`src/rtl/cpu_memory_arbiter_pkg.sv`:
```
// Shared definitions for the CPU / diagnostics memory arbiter: state encoding,
// timing defaults and the diagnostics command byte values.
package cpu_memory_arbiter_pkg;

    typedef enum logic [2:0] {
        CPU_IDLE   = 3'd0,
        CPU_ACTIVE = 3'd1,
        DRAIN      = 3'd2,
        DIAG_OWN   = 3'd3,
        RELEASE    = 3'd4
    } arb_state_e;

    localparam int SYNC_STAGES_DEF   = 2;
    localparam int DRAIN_TIMEOUT_DEF = 64;

    localparam logic [7:0] HALT_CPU     = 8'haa;
    localparam logic [7:0] RESUME_CPU   = 8'h55;
    localparam logic [7:0] READ_MEMORY  = 8'h66;
    localparam logic [7:0] WRITE_MEMORY = 8'h99;

endpackage

```
`src/rtl/cpu_memory_arbiter_sync_edge_detect.sv`:
```
// N-stage synchroniser for an asynchronous level, with rise/fall pulses taken
// from the last stage against its previous value.
module sync_edge_detect
    import cpu_memory_arbiter_pkg::*;
#(
    parameter int STAGES = SYNC_STAGES_DEF
) (
    input  logic clk,
    input  logic rst_n,
    input  logic d,
    output logic level,
    output logic rise,
    output logic fall
);

    logic [STAGES-1:0] sync_q;
    logic [STAGES-1:0] sync_d;
    logic              prev_q;
    logic              prev_d;

    // shift the raw input into the chain and remember the previous output level
    always_comb begin
        sync_d = (sync_q << 1) | {{(STAGES-1){1'b0}}, d};
        prev_d = sync_q[STAGES-1];
    end

    // synchroniser and history flops
    always_ff @(posedge clk or negedge rst_n) begin
        if (!rst_n) begin
            sync_q <= {STAGES{1'b0}};
            prev_q <= 1'b0;
        end else begin
            sync_q <= sync_d;
            prev_q <= prev_d;
        end
    end

    assign level = sync_q[STAGES-1];
    assign rise  = sync_q[STAGES-1] & ~prev_q;
    assign fall  = ~sync_q[STAGES-1] & prev_q;

endmodule

```
`src/rtl/cpu_memory_arbiter.sv`:
```
// Arbitrates the shared 64 KiB memory between the 8-bit CPU bus and the
// diagnostics port, switching owners only at CPU bus-cycle boundaries.
module cpu_memory_arbiter
    import cpu_memory_arbiter_pkg::*;
#(
    parameter int ADDR_WIDTH    = 16,
    parameter int SYNC_STAGES   = SYNC_STAGES_DEF,
    parameter int DRAIN_TIMEOUT = DRAIN_TIMEOUT_DEF
) (
    input  logic                  fpga_clk,
    input  logic                  fpga_reset,
    input  logic                  cpu_phi2,
    input  logic                  cpu_rw,
    input  logic [ADDR_WIDTH-1:0] cpu_address,
    input  logic [7:0]            cpu_data_in,
    output logic [7:0]            cpu_data_out,
    output logic                  cpu_data_oe,
    input  logic                  halt,
    output logic                  diag_grant,
    input  logic [ADDR_WIDTH-1:0] diag_address,
    input  logic [7:0]            diag_wdata,
    input  logic                  diag_we,
    input  logic                  diag_cs,
    output logic [7:0]            diag_rdata,
    output logic [ADDR_WIDTH-1:0] mem_address,
    output logic [7:0]            mem_wdata,
    output logic                  mem_we,
    output logic                  mem_cs,
    input  logic [7:0]            mem_rdata
);

    localparam int              CNT_W    = $clog2(DRAIN_TIMEOUT + 1);
    localparam logic [CNT_W-1:0] CNT_LAST = CNT_W'(DRAIN_TIMEOUT - 1);

    logic phi2_lvl_s, phi2_rise_s, phi2_fall_s;
    logic rw_lvl_s, rw_rise_unused, rw_fall_unused;
    logic own_s;

    arb_state_e            state_q, state_d;
    logic [CNT_W-1:0]      cnt_q, cnt_d;
    logic                  drain_ready_q, drain_ready_d;
    logic                  rd_ready_q, rd_ready_d;
    logic                  rw_q, rw_d;
    logic [ADDR_WIDTH-1:0] addr_q, addr_d;
    logic [7:0]            wdata_q, wdata_d;
    logic                  cs_q, cs_d;
    logic                  we_q, we_d;
    logic                  oe_q, oe_d;
    logic [7:0]            dout_q, dout_d;
    logic                  grant_q, grant_d;
    logic [7:0]            drdata_q, drdata_d;

    sync_edge_detect #(.STAGES(SYNC_STAGES)) u_phi2_sync (
        .clk(fpga_clk), .rst_n(fpga_reset), .d(cpu_phi2),
        .level(phi2_lvl_s), .rise(phi2_rise_s), .fall(phi2_fall_s)
    );

    sync_edge_detect #(.STAGES(SYNC_STAGES)) u_rw_sync (
        .clk(fpga_clk), .rst_n(fpga_reset), .d(cpu_rw),
        .level(rw_lvl_s), .rise(rw_rise_unused), .fall(rw_fall_unused)
    );

    // state and datapath registers
    always_ff @(posedge fpga_clk or negedge fpga_reset) begin
        if (!fpga_reset) begin
            state_q       <= CPU_IDLE;
            cnt_q         <= {CNT_W{1'b0}};
            drain_ready_q <= 1'b0;
            rd_ready_q    <= 1'b0;
            rw_q          <= 1'b0;
            addr_q        <= {ADDR_WIDTH{1'b0}};
            wdata_q       <= 8'h00;
            cs_q          <= 1'b0;
            we_q          <= 1'b0;
            oe_q          <= 1'b0;
            dout_q        <= 8'h00;
            grant_q       <= 1'b0;
            drdata_q      <= 8'h00;
        end else begin
            state_q       <= state_d;
            cnt_q         <= cnt_d;
            drain_ready_q <= drain_ready_d;
            rd_ready_q    <= rd_ready_d;
            rw_q          <= rw_d;
            addr_q        <= addr_d;
            wdata_q       <= wdata_d;
            cs_q          <= cs_d;
            we_q          <= we_d;
            oe_q          <= oe_d;
            dout_q        <= dout_d;
            grant_q       <= grant_d;
            drdata_q      <= drdata_d;
        end
    end

    // next-state logic; a phi2 rise in CPU_IDLE outranks a simultaneous halt
    always_comb begin
        state_d = state_q;
        case (state_q)
            CPU_IDLE: begin
                if (phi2_rise_s)                 state_d = CPU_ACTIVE;
                else if (halt && !phi2_lvl_s)    state_d = DRAIN;
                else                             state_d = CPU_IDLE;
            end
            CPU_ACTIVE: begin
                if (phi2_fall_s)                 state_d = halt ? DRAIN : CPU_IDLE;
                else                             state_d = CPU_ACTIVE;
            end
            DRAIN: begin
                if (!halt)                       state_d = CPU_IDLE;
                else if (drain_ready_q || phi2_fall_s || (cnt_q == CNT_LAST))
                                                 state_d = DIAG_OWN;
                else                             state_d = DRAIN;
            end
            DIAG_OWN: begin
                if (!halt)                       state_d = RELEASE;
                else                             state_d = DIAG_OWN;
            end
            RELEASE: begin
                if (!phi2_lvl_s)                 state_d = CPU_IDLE;
                else                             state_d = RELEASE;
            end
            default:                             state_d = CPU_IDLE;
        endcase
    end

    // datapath and registered outputs; a drain entered right after a completed
    // CPU cycle is already at a boundary, so drain_ready skips the wait
    always_comb begin
        addr_d        = addr_q;
        wdata_d       = wdata_q;
        rw_d          = rw_q;
        dout_d        = dout_q;
        drdata_d      = drdata_q;
        cs_d          = 1'b0;
        we_d          = 1'b0;
        oe_d          = 1'b0;
        rd_ready_d    = 1'b0;
        cnt_d         = {CNT_W{1'b0}};
        drain_ready_d = 1'b0;
        grant_d       = (state_d == DIAG_OWN);
        case (state_q)
            CPU_IDLE: begin
                if (phi2_rise_s) begin
                    addr_d = cpu_address;
                    rw_d   = rw_lvl_s;
                    cs_d   = 1'b1;
                end else begin
                    cs_d   = 1'b0;
                end
            end
            CPU_ACTIVE: begin
                cs_d       = 1'b1;
                rd_ready_d = 1'b1;
                if (rw_q && rd_ready_q) begin
                    dout_d = mem_rdata;
                    oe_d   = 1'b1;
                end else begin
                    oe_d   = 1'b0;
                end
                if (phi2_fall_s) begin
                    oe_d          = 1'b0;
                    drain_ready_d = halt;
                    if (rw_q) begin
                        cs_d    = 1'b0;
                    end else begin
                        wdata_d = cpu_data_in;
                        we_d    = 1'b1;
                    end
                end else begin
                    drain_ready_d = 1'b0;
                end
            end
            DRAIN: begin
                cnt_d         = cnt_q + {{(CNT_W-1){1'b0}}, 1'b1};
                drain_ready_d = drain_ready_q;
            end
            DIAG_OWN: begin
                drdata_d = mem_rdata;
            end
            RELEASE: begin
                cs_d = 1'b0;
            end
            default: begin
                cs_d = 1'b0;
            end
        endcase
    end

    assign own_s        = (state_q == DIAG_OWN);
    assign mem_address  = own_s ? diag_address : addr_q;
    assign mem_wdata    = own_s ? diag_wdata : wdata_q;
    assign mem_cs       = own_s ? diag_cs : cs_q;
    assign mem_we       = own_s ? (diag_we & diag_cs) : we_q;
    assign cpu_data_out = dout_q;
    assign cpu_data_oe  = oe_q;
    assign diag_grant   = grant_q;
    assign diag_rdata   = drdata_q;

endmodule

```
`config.mk`:
```
export PLATFORM = sky130hd
export DESIGN_NAME = cpu_memory_arbiter
export DESIGN_NICKNAME = d
export VERILOG_FILES = /design/src/rtl/cpu_memory_arbiter_pkg.sv /design/src/rtl/cpu_memory_arbiter_sync_edge_detect.sv /design/src/rtl/cpu_memory_arbiter.sv
export SDC_FILE = /design/constraint.sdc
export NUM_CORES = 1
export LEC_CHECK = 0
export CAP_MARGIN = 5
export CORE_ASPECT_RATIO = 0.75
export CORE_MARGIN = 4
export CORE_UTILIZATION = 44
export DETAILED_ROUTE_END_ITERATION = 10
export PLACE_DENSITY_LB_ADDON = 0.2
export SETUP_SLACK_MARGIN = 0.1
export SYNTH_ARGS = -nofsm -noshare
export SYNTH_HDL_FRONTEND = slang
export SYNTH_HIERARCHICAL = 1
export SYNTH_SLANG_ARGS = --single-unit
```
`constraint.sdc`:
```
create_clock -name fpga_clk -period 2 [get_ports fpga_clk]
set_input_delay 0.2 -clock fpga_clk [delete_from_list [all_inputs] [get_ports fpga_clk]]
set_output_delay 0.2 -clock fpga_clk [all_outputs]
set_load 0.03 [all_outputs]
```
After elaboration in Yosys (flattened, before gate mapping)

Cells that the tools add are included.

Input bits: 63
Output and inout bits: 44
Register bits after elaboration: 62
Word-level logic and storage cells: 66

Multiplexer cells: 26
$add $sub $neg: 1
Eq/ne operators: 6
Bitwise gates (word level): 8
Reductions and logical operators: 9

Operator list:

| operator              | number |
|---|---|
| $mux W16              | 1 |
| $pmux W3 S5           | 1 |
| $mux W1               | 13 |
| $mux W2               | 5 |
| $eq A3 B2 Y1 const B  | 3 |
| $mux W8               | 1 |
| $add A7 B1 Y7 const B | 1 |
| $eq A7 B6 Y1 const B  | 1 |
| $mux W7               | 1 |
| $mux W3               | 2 |
| $or A2 B1 Y2          | 2 |
| $pmux W1 S2           | 2 |
| $reduce_and A2 Y1     | 2 |
| $and A1 B1 Y1         | 3 |
| $eq A3 B1 Y1 const B  | 1 |
| $eq A3 B3 Y1 const B  | 1 |
| $logic_not A3 Y1      | 1 |
| $not A1 Y1            | 3 |
| $reduce_and A3 Y1     | 1 |
| $logic_and A1 B1 Y1   | 2 |
| $logic_or A1 B1 Y1    | 2 |
| $logic_not A1 Y1      | 1 |

Logic depth before layout (Yosys ltp)

Gate-level depths: netlist of the first run.

Depth in word-level cells: 8
Mapped depth: 6
Mapped depth without buffers: 4

By module

The synthesis of the first run kept the hierarchy.

Modules (own cells, without submodules):

| module             | cells an instance | instances | area each (µm²) |
|---|---|---|---|
| cpu_memory_arbiter | 183               | 1         | 2600.0 |
| sync_edge_detect   | 5                 | 2         | 90.1 |

Worst setup path before layout of the first run

No wires, ideal clock.

Path kind: reg2out
Start: register state_q[2]
End: output mem_we
Setup slack: 0.107 ns
Arrival: 1.693 ns
Cell stages (with the launch flop): 6
Data required time: 1.800 ns
Buffers on the path: 3
Cells stage by stage: dfrtp_1 buf_2 nand3b_1 buf_2 buf_2 o21ai_0

Word-level cells in the longest chain between the ends: 2

RTL lines:

| item                     | RTL line                  | source |
|---|---|---|
| start: declaration       | cpu_memory_arbiter.sv:39  | `arb_state_e state_q, state_d;` |
| start signal: assignment | cpu_memory_arbiter.sv:80  | `state_q <= state_d;` |
| $eq A3 B2 Y1             | cpu_memory_arbiter.sv:190 | `assign own_s = (state_q == DIAG_OWN);` |
| $mux W1                  | cpu_memory_arbiter.sv:194 | `assign mem_we = own_s ? (diag_we & diag_cs) : we_q;` |
| end: declaration         | cpu_memory_arbiter.sv:27  | `output logic mem_we,` |

Every way passes these cells.

Final worst setup path of the first run

Start: register state_q[2]
End: output mem_address[4]

Word-level cells in the longest chain between the ends: 2

RTL lines:

| item             | RTL line                  | source |
|---|---|---|
| $eq A3 B2 Y1     | cpu_memory_arbiter.sv:190 |  |
| $mux W16         | cpu_memory_arbiter.sv:191 | `assign mem_address = own_s ? diag_address : addr_q;` |
| end: declaration | cpu_memory_arbiter.sv:25  | `output logic [ADDR_WIDTH-1:0] mem_address,` |

Every way passes these cells.

==> impl_results.rst, run 1 <==
.. list-table::
   :header-rows: 1

   * - Metric
     - Value
   * - Via count of the first global-routing pass
     - 1934
   * - Power share of the sequential group
     - 0.308
   * - Max transition margin
     - 0.688
   * - Ports
     - 107
   * - Detailed-router iteration count before antenna repair
     - 4
   * - Portion of total power attributed to the clock network
     - 0.186
   * - Hold Crit Class
     - input port to flip-flop
   * - Worst setup SP type
     - flip-flop
   * - Final Cell Area
     - 4190 µm²
   * - Clock input transition at the sequential cells of the worst setup and hold paths
     - 0.06 ns
   * - Run status
     - finished clean
   * - Comb power frac
     - 0.506
   * - Number of placement rows
     - 24
   * - Post-route DRC violation count
     - 0
   * - Floorplan die height
     - 76.3 µm
   * - Critical Path Sink
     - mem_address[4]
   * - NumNets Final
     - 377
   * - Area growth from synthesis to layout
     - 52.7%
   * - Clock tree buffer depth
     - 2
   * - Chip Width
     - 99.1 µm
   * - Count of input and output buffers
     - 106
   * - Floorplan core area
     - 5920 µm²
   * - Highest fanout seen on the critical path
     - 13
   * - Placed standard-cell area
     - 3870 µm²
   * - Insertion delay of the later-clocked pin in the worst-skew pair
     - 0.34 ns
   * - Initial drt markers
     - 35
   * - Total global routing overflow
     - 0
   * - Internal power
     - 4.14 mW
   * - Inserted Clock Buffers
     - 9
   * - YS warnings
     - 6
   * - Launch point of the worst reg-to-reg path
     - state_q[1]
   * - Global routing usage on met2
     - 0.243
   * - Transition time at the pin with the least slew margin
     - 0.467 ns
   * - Number of clock sinks
     - 62
   * - Worst-case setup margin in the final layout
     - 0.0905 ns
   * - Layer with the highest usage after global routing
     - met2
   * - Maximum number of pins on one net before global-route repair
     - 26
   * - Post-Syn Area per Cell
     - 14.4 µm²
   * - Die area
     - 7570 µm²
   * - Max-slew violation count
     - 0
   * - Remaining antenna violation count after routing
     - 0
   * - Switching Share
     - 0.362
   * - Skew final
     - 0.00536 ns
   * - Gate count after technology mapping
     - 190
   * - Endpoint of the most critical register-to-register path
     - cpu_data_out[6]
   * - Level count of the clock H-tree
     - 3
   * - Startpoint of the most critical setup path
     - state_q[2]
   * - Worst reg-to-reg path cell count
     - 4
   * - Worst reg-to-reg setup slack
     - 0.27 ns
   * - Proportion of layout cells with a drive suffix above 1
     - 0.404
   * - Wire length of the first global-routing pass
     - 9540 µm
   * - RSZ-0062 raised after global routing
     - true
   * - Worst setup slack after placement
     - 0.122 ns
   * - M1 GR Usage
     - 0.207
   * - Met3 Resource Use GR
     - 0.0823
   * - Final hold violation count
     - 0
   * - Total detailed-routing wirelength
     - 6120 µm
   * - Maximum resistive drop on vdd
     - 1050 µV
   * - Fraction of the cycle the final worst path needs
     - 0.955
   * - Final-layout setup total negative slack
     - 0 ns
   * - MaxCap Viol Count
     - 0
   * - Detailed placer's ending HPWL
     - 4480 µm
   * - Category of the worst setup path capture point
     - output port
   * - Global-route usage over all layers
     - 0.163
   * - Clock tree root buffer cell
     - sky130_fd_sc_hd__clkbuf_8
   * - Ratio of total power to cell area
     - 1550 nW/µm²
   * - Achievable frequency
     - 0.524 GHz
   * - Via density
     - 4.82
   * - Syn nets
     - 254
   * - Worst-case hold slack
     - 0.303 ns
   * - Critical path arrival
     - 1.71 ns
   * - Initial standard-cell utilization of the core
     - 0.463
   * - Worst path required time
     - 1.80 ns
   * - Setup violators final
     - 0
   * - Reported net switching power
     - 2.35 mW
   * - Clock tree from TritonCTS
     - done
   * - Count of vias placed by the detailed router
     - 1902
   * - Critical path class
     - flip-flop to output port
   * - Static leakage
     - 1.83 nW
   * - Antenna violations before repair
     - 0
   * - Routability-driven placement congestion ratio
     - 0.730
   * - Number of antenna cells inserted
     - 0
   * - Post-synthesis instance area
     - 2740 µm²
   * - Avg WL per Cell
     - 15.5 µm
   * - Time the final worst path needs with I/O delays and setup
     - 1.91 ns
-- layout make-up --
cell class	instances	area [µm²]
Fill cell	428	1730
Sequential cell	62	1550
Timing Repair Buffer	122	1200
Multi-Input combinational cell	117	1110
Clock buffer	11	151
Tap cell	78	97.6
Clock inverter	4	70.1
Inverter	1	3.75
-- power by group through the flow --
stage | clock network (mW) | registers, mW | logic, mW
2_1_floorplan | 0 | 2.27 | 1.74
4_1_cts | 1.25 | 2.00 | 3.18
3_3_place_gp | 0 | 2.00 | 3.16
5_1_grt | 1.30 | 2.05 | 3.47
3_5_place_dp | 0 | 2.01 | 3.22
6_report | 1.21 | 2.00 | 3.28
-- how the worst min path moves through the flow --
| stage | end | slack (ns) | depth (start not counted) | start |
|---|---|---|---|---|
| floorplan | addr_q[0] | -0.1 | 0 | fpga_reset |
| global placement | wdata_q[3] | 0.18 | 1 | fpga_reset |
| detailed placement | wdata_q[3] | 0.19 | 1 | fpga_reset |
| CTS | u_rw_sync/sync_q[0] | 0.28 | 1 | cpu_rw |
| global route | u_phi2_sync/sync_q[0] | 0.27 | 1 | cpu_phi2 |
| finish | u_phi2_sync/sync_q[0] | 0.30 | 1 | cpu_phi2 |
-- worst max-delay path, stage by stage (launching register included) --
cell                       delay [ns]
sky130_fd_sc_hd__dfrtp_1         0.38
sky130_fd_sc_hd__nand3b_1        0.23
sky130_fd_sc_hd__buf_4           0.18
sky130_fd_sc_hd__buf_12          0.14
sky130_fd_sc_hd__mux2_2          0.28
sky130_fd_sc_hd__buf_4           0.17
-- registers in the layout (all words and copies together) (netlist names), 2 cells and up --
name / cells
state_q: 3
wdata_q: 8
u_rw_sync/sync_q: 2
diag_rdata: 8
addr_q: 16
u_phi2_sync/sync_q: 2
cnt_q: 7
cpu_data_out: 8
-- cell usage in the layout (no fill, tap or decap), drive strengths merged, types with 2 or more instances in the layout --
master         count
o21ai              4
clkbuf            12
buf               38
nand3b             2
dfrtp             62
nor2               6
clkinv             2
a21oi              2
xor2               2
bufinv             2
nor2b              3
nand2              7
nor3b              2
o31a               3
clkdlybuf4s15      3
nand3              4
and2               3
clkdlybuf4s50     79
mux2              66
or3                2
-- metrics by stage --
stage / std cells / power, mW / util
global placement: 373 / 5.16 / 0.654
global route: 395 / 6.82 / 0.707
detailed placement: 373 / 5.23 / 0.654
CTS: 390 / 6.42 / 0.694
floorplan: 190 / 4.01 / -
finish: 395 / 6.49 / 0.707
-- per-layer routing --
metal,share of wire,vias to the layer above
met3,0.088,6
met5,0,-
met4,0.0078,0
met2,0.45,76
li1,-,924
met1,0.46,896
-- what timing repair did --
item	CTS	global route
endpoints found under the setup margin	25	23
setup buffers	1	4
resized for setup	41	24
hold buffers	1	0
gates cloned	0	1
endpoints found under the hold margin	20	0
No activity file was read; power rests on OpenSTA's default activity.
==> inputs of run 2 (changes only) <==
--- a/config.mk
+++ b/config.mk
@@ -5,6 +5,7 @@
 export SDC_FILE = /design/constraint.sdc
 export NUM_CORES = 1
 export LEC_CHECK = 0
+export ABC_AREA = 1
 export CAP_MARGIN = 5
 export CORE_ASPECT_RATIO = 0.75
 export CORE_MARGIN = 4
@@ -12,6 +13,7 @@
 export DETAILED_ROUTE_END_ITERATION = 10
 export PLACE_DENSITY_LB_ADDON = 0.2
 export SETUP_SLACK_MARGIN = 0.1
+export SLEW_MARGIN = 10
 export SYNTH_ARGS = -nofsm -noshare
 export SYNTH_HDL_FRONTEND = slang
 export SYNTH_HIERARCHICAL = 1
==> run 2 against run 1 <==
Against the previous run: clock power hardly changed; clock-buffer cell count is 1 lower; sequential power increased by 3%; via count up 29%; critical endpoint is now mem_address[15]; combinational power is 5% lower; synthesized cell count increased by 75%; wire length up 12%; clock skew is 0.0015 ns higher; final cell count is 34% higher.
==> impl_results.rst, run 2 <==
.. list-table::
   :header-rows: 1

   * - Metric
     - Value
   * - Level count of the clock H-tree
     - 3 (unchanged)
   * - Die area
     - 7720 µm² (+2.1%)
   * - Number of fill cells in the layout
     - 511 (+19%)
   * - Run status
     - finished clean
   * - Power share of the sequential group
     - 0.321 (+0.013)
   * - Final Cell Area
     - 4120 µm² (-1.5%)
   * - Max FFs per register
     - 16 (unchanged)
   * - Clock tree buffer depth
     - 2 (unchanged)
   * - Post-Syn Area per Cell
     - 8.42 µm² (-42%)
   * - Insertion delay of the later-clocked pin in the worst-skew pair
     - 0.33 ns (about the same)
   * - Maximum number of pins on one net before global-route repair
     - 37 (+42%)
   * - Critical path arrival
     - 1.58 ns (-0.13 ns)
   * - Achievable frequency
     - 0.562 GHz (+7.4%)
   * - Floorplan core area
     - 6010 µm² (+1.5%)
   * - Highest fanout seen on the critical path
     - 8 (-5)
   * - Time the final worst path needs with I/O delays and setup
     - 1.78 ns (-0.131 ns)
   * - Remaining antenna violation count after routing
     - 0 (unchanged)
   * - Detailed placer's ending HPWL
     - 5020 µm (+12%)
   * - Avg WL per Cell
     - 12.9 µm (-16%)
   * - Initial standard-cell utilization of the core
     - 0.467 (+0.00347)
   * - Transition time at the pin with the least slew margin
     - 0.377 ns (-0.0902 ns)
   * - Internal power
     - 3.71 mW (-10%)
   * - Critical path class
     - flip-flop to output port
   * - Reported net switching power
     - 2.68 mW (+14%)
   * - Antenna violations before repair
     - 0 (unchanged)
   * - Skew final
     - 0.00687 ns (+0.00151 ns)
   * - Area of combinational cells with multiple inputs
     - 1020 µm² (-8.2%)
   * - Ports
     - 107 (unchanged)
   * - Via count of the first global-routing pass
     - 2340 (+21%)
   * - Max-slew violation count
     - 0 (unchanged)
   * - Launch point of the worst reg-to-reg path
     - u_phi2_sync/sync_q[1]
   * - Number of antenna cells inserted
     - 0 (unchanged)
   * - Initial drt markers
     - 110 (+210%)
   * - Clock tree root buffer cell
     - sky130_fd_sc_hd__clkbuf_8
   * - Ratio of total power to cell area
     - 1550 nW/µm² (about the same)
   * - Area growth from synthesis to layout
     - 47.1%
   * - Setup violators final
     - 0 (unchanged)
   * - Category of the worst setup path capture point
     - output port
   * - Count of input and output buffers
     - 106 (unchanged)
   * - Global-route usage over all layers
     - 0.182 (+0.0190)
   * - Chip Width
     - 100 µm (+1.0%)
   * - Clock tree from TritonCTS
     - done
   * - Post-synthesis instance area
     - 2800 µm² (+2.3%)
   * - Routability-driven placement congestion ratio
     - 0.848 (+16%)
   * - Total design power
     - 6.39 mW (-1.5%)
   * - Count of placed standard cells including taps
     - 509 (+36%)
   * - Slowest CP cell
     - sky130_fd_sc_hd__dfrtp_1
   * - Comb power frac
     - 0.489 (-0.017)
   * - Final hold violation count
     - 0 (unchanged)
   * - Maximum resistive drop on vdd
     - 879 µV (-16%)
   * - Cells along the critical path
     - inv_4 > nand3_4 > buf_4 > nand2_1 > nand2_1 > buf_4
   * - Syn nets
     - 397 (+56%)
   * - Clock input transition at the sequential cells of the worst setup and hold paths
     - 0.07 ns (about the same)
   * - Layout Cells excl Fill
     - 528 (+34%)
   * - YS warnings
     - 6 (unchanged)
   * - Max transition margin
     - 0.749 (+0.0601)
   * - Proportion of layout cells with a drive suffix above 1
     - 0.160 (-0.244)
   * - Detailed-router iteration count before antenna repair
     - 4 (unchanged)
   * - Post-route DRC violation count
     - 0 (unchanged)
   * - Total detailed-routing wirelength
     - 6830 µm (+12%)
   * - Worst path required time
     - 1.80 ns (about the same)
   * - Final-layout setup total negative slack
     - 0 ns (unchanged)
   * - NumNets Final
     - 509 (+35%)
   * - RSZ-0062 raised after global routing
     - false
   * - Portion of total power attributed to the clock network
     - 0.190 (+0.004)
   * - Number of clock sinks
     - 62 (unchanged)
   * - Number of placement rows
     - 24 (unchanged)
   * - Sequential Area
     - 1550 µm² (+0.16%)
   * - Inserted Clock Buffers
     - 9 (unchanged)
   * - MaxCap Viol Count
     - 0 (unchanged)
   * - Most flop-heavy register
     - addr_q
   * - Hold Crit Class
     - input port to async pin
   * - Commonest non-fill, non-tap cell in the layout
     - sky130_fd_sc_hd__nand2_1
   * - Fraction of the cycle the final worst path needs
     - 0.889 (-0.0654)
   * - Startpoint of the most critical setup path
     - state_q[2]
   * - Placed standard-cell area
     - 3860 µm² (-0.26%)
   * - Count of vias placed by the detailed router
     - 2446 (+29%)
   * - Via density
     - 4.63 (-3.8%)
   * - Wire length of the first global-routing pass
     - 11300 µm (+18%)
   * - Total global routing overflow
     - 0 (unchanged)
   * - Switching Share
     - 0.420 (+0.0579)
   * - Gate count after technology mapping
     - 333 (+75%)
   * - Slowest stage delay, CP
     - 0.45 ns (+0.07 ns)
   * - Static leakage
     - 2.10 nW (+14%)
   * - Worst setup SP type
     - flip-flop
   * - Floorplan die height
     - 77.1 µm (+1.0%)
   * - Commonest non-fill, non-tap cells in the layout
     - 146 x sky130_fd_sc_hd__nand2_1, 79 x sky130_fd_sc_hd__clkdlybuf4s50_1, 60 x sky130_fd_sc_hd__dfrtp_1
-- run 2: changes by cell type in the layout (fill, tap and decap cells not counted), sizes merged, moves of 3 or more --
cell           change
and2               -3
buf                -5
clkdlybuf4s15      -3
inv               +35
mux2              -66
nand2            +142
nand3              +4
nand4              +3
nor2              +11
nor2b              -3
o21ai             +32
o31a               -3
-- run 2: through the flow --
step / setup slack [ns] / hold slack, ns / utilization
6_report: 0.221 / 0.308 / 0.687
5_1_grt: 0.113 / 0.285 / 0.687
4_1_cts: 0.157 / 0.291 / 0.685
3_5_place_dp: 0.202 / 0.136 / 0.642
3_3_place_gp: 0.332 / 0.135 / 0.642
2_1_floorplan: 0.268 / -0.0956 / -
-- run 2: what timing repair did --
item,CTS,global route
setup endpoints to repair,25,18
endpoints found under the hold margin,13,0
gates resized for setup,5,3
hold buffers,1,0
setup buffers,2,0
-- run 2: routing by layer --
layer | vias to the layer above | share of wire | global-route usage
met4 | 0 | 0.0064 | 0.0404
li1 | 1250 | - | -
met5 | - | 0 | 0
met1 | 1103 | 0.46 | 0.257
met2 | 86 | 0.44 | 0.266
met3 | 7 | 0.092 | 0.0707
-- run 2: cell type report --
cell class / instances / share of cell area
Sequential cell: 62 / 0.377
Timing Repair Buffer: 113 / 0.262
Multi-Input combinational cell: 223 / 0.248
Inverter: 36 / 0.0358
Clock buffer: 10 / 0.0334
Tap cell: 78 / 0.0237
Clock inverter: 6 / 0.0206
-- run 2: worst max-delay path, delay by kind of cell (launching register included) --
kind | cells | cell delay (ns)
flops | 1 | 0.45
buf+inv | 3 | 0.50
simple gates | 3 | 0.29
-- run 2: power groups by stage --
stage,registers (mW),logic (mW),clock network (mW)
finish,2.05,3.12,1.22
floorplan,2.31,1.66,0
global placement,2.04,3.07,0
global route,2.11,3.39,1.29
CTS,2.04,3.15,1.24
detailed placement,2.06,3.12,0
-- run 2: path summary, 6_finish.rpt --
kind / to / slack [ns] / cells past startpoint
max reg2reg: diag_grant / 0.49 / 8
min: cpu_data_out[6] / 0.31 / 2
max: mem_address[15] / 0.22 / 6
max in group asynchronous: u_rw_sync/sync_q[0] / 1.16 / 3
min reg2reg: u_rw_sync/sync_q[1] / 0.35 / 0
min in group fpga_clk: u_rw_sync/sync_q[0] / 0.31 / 1
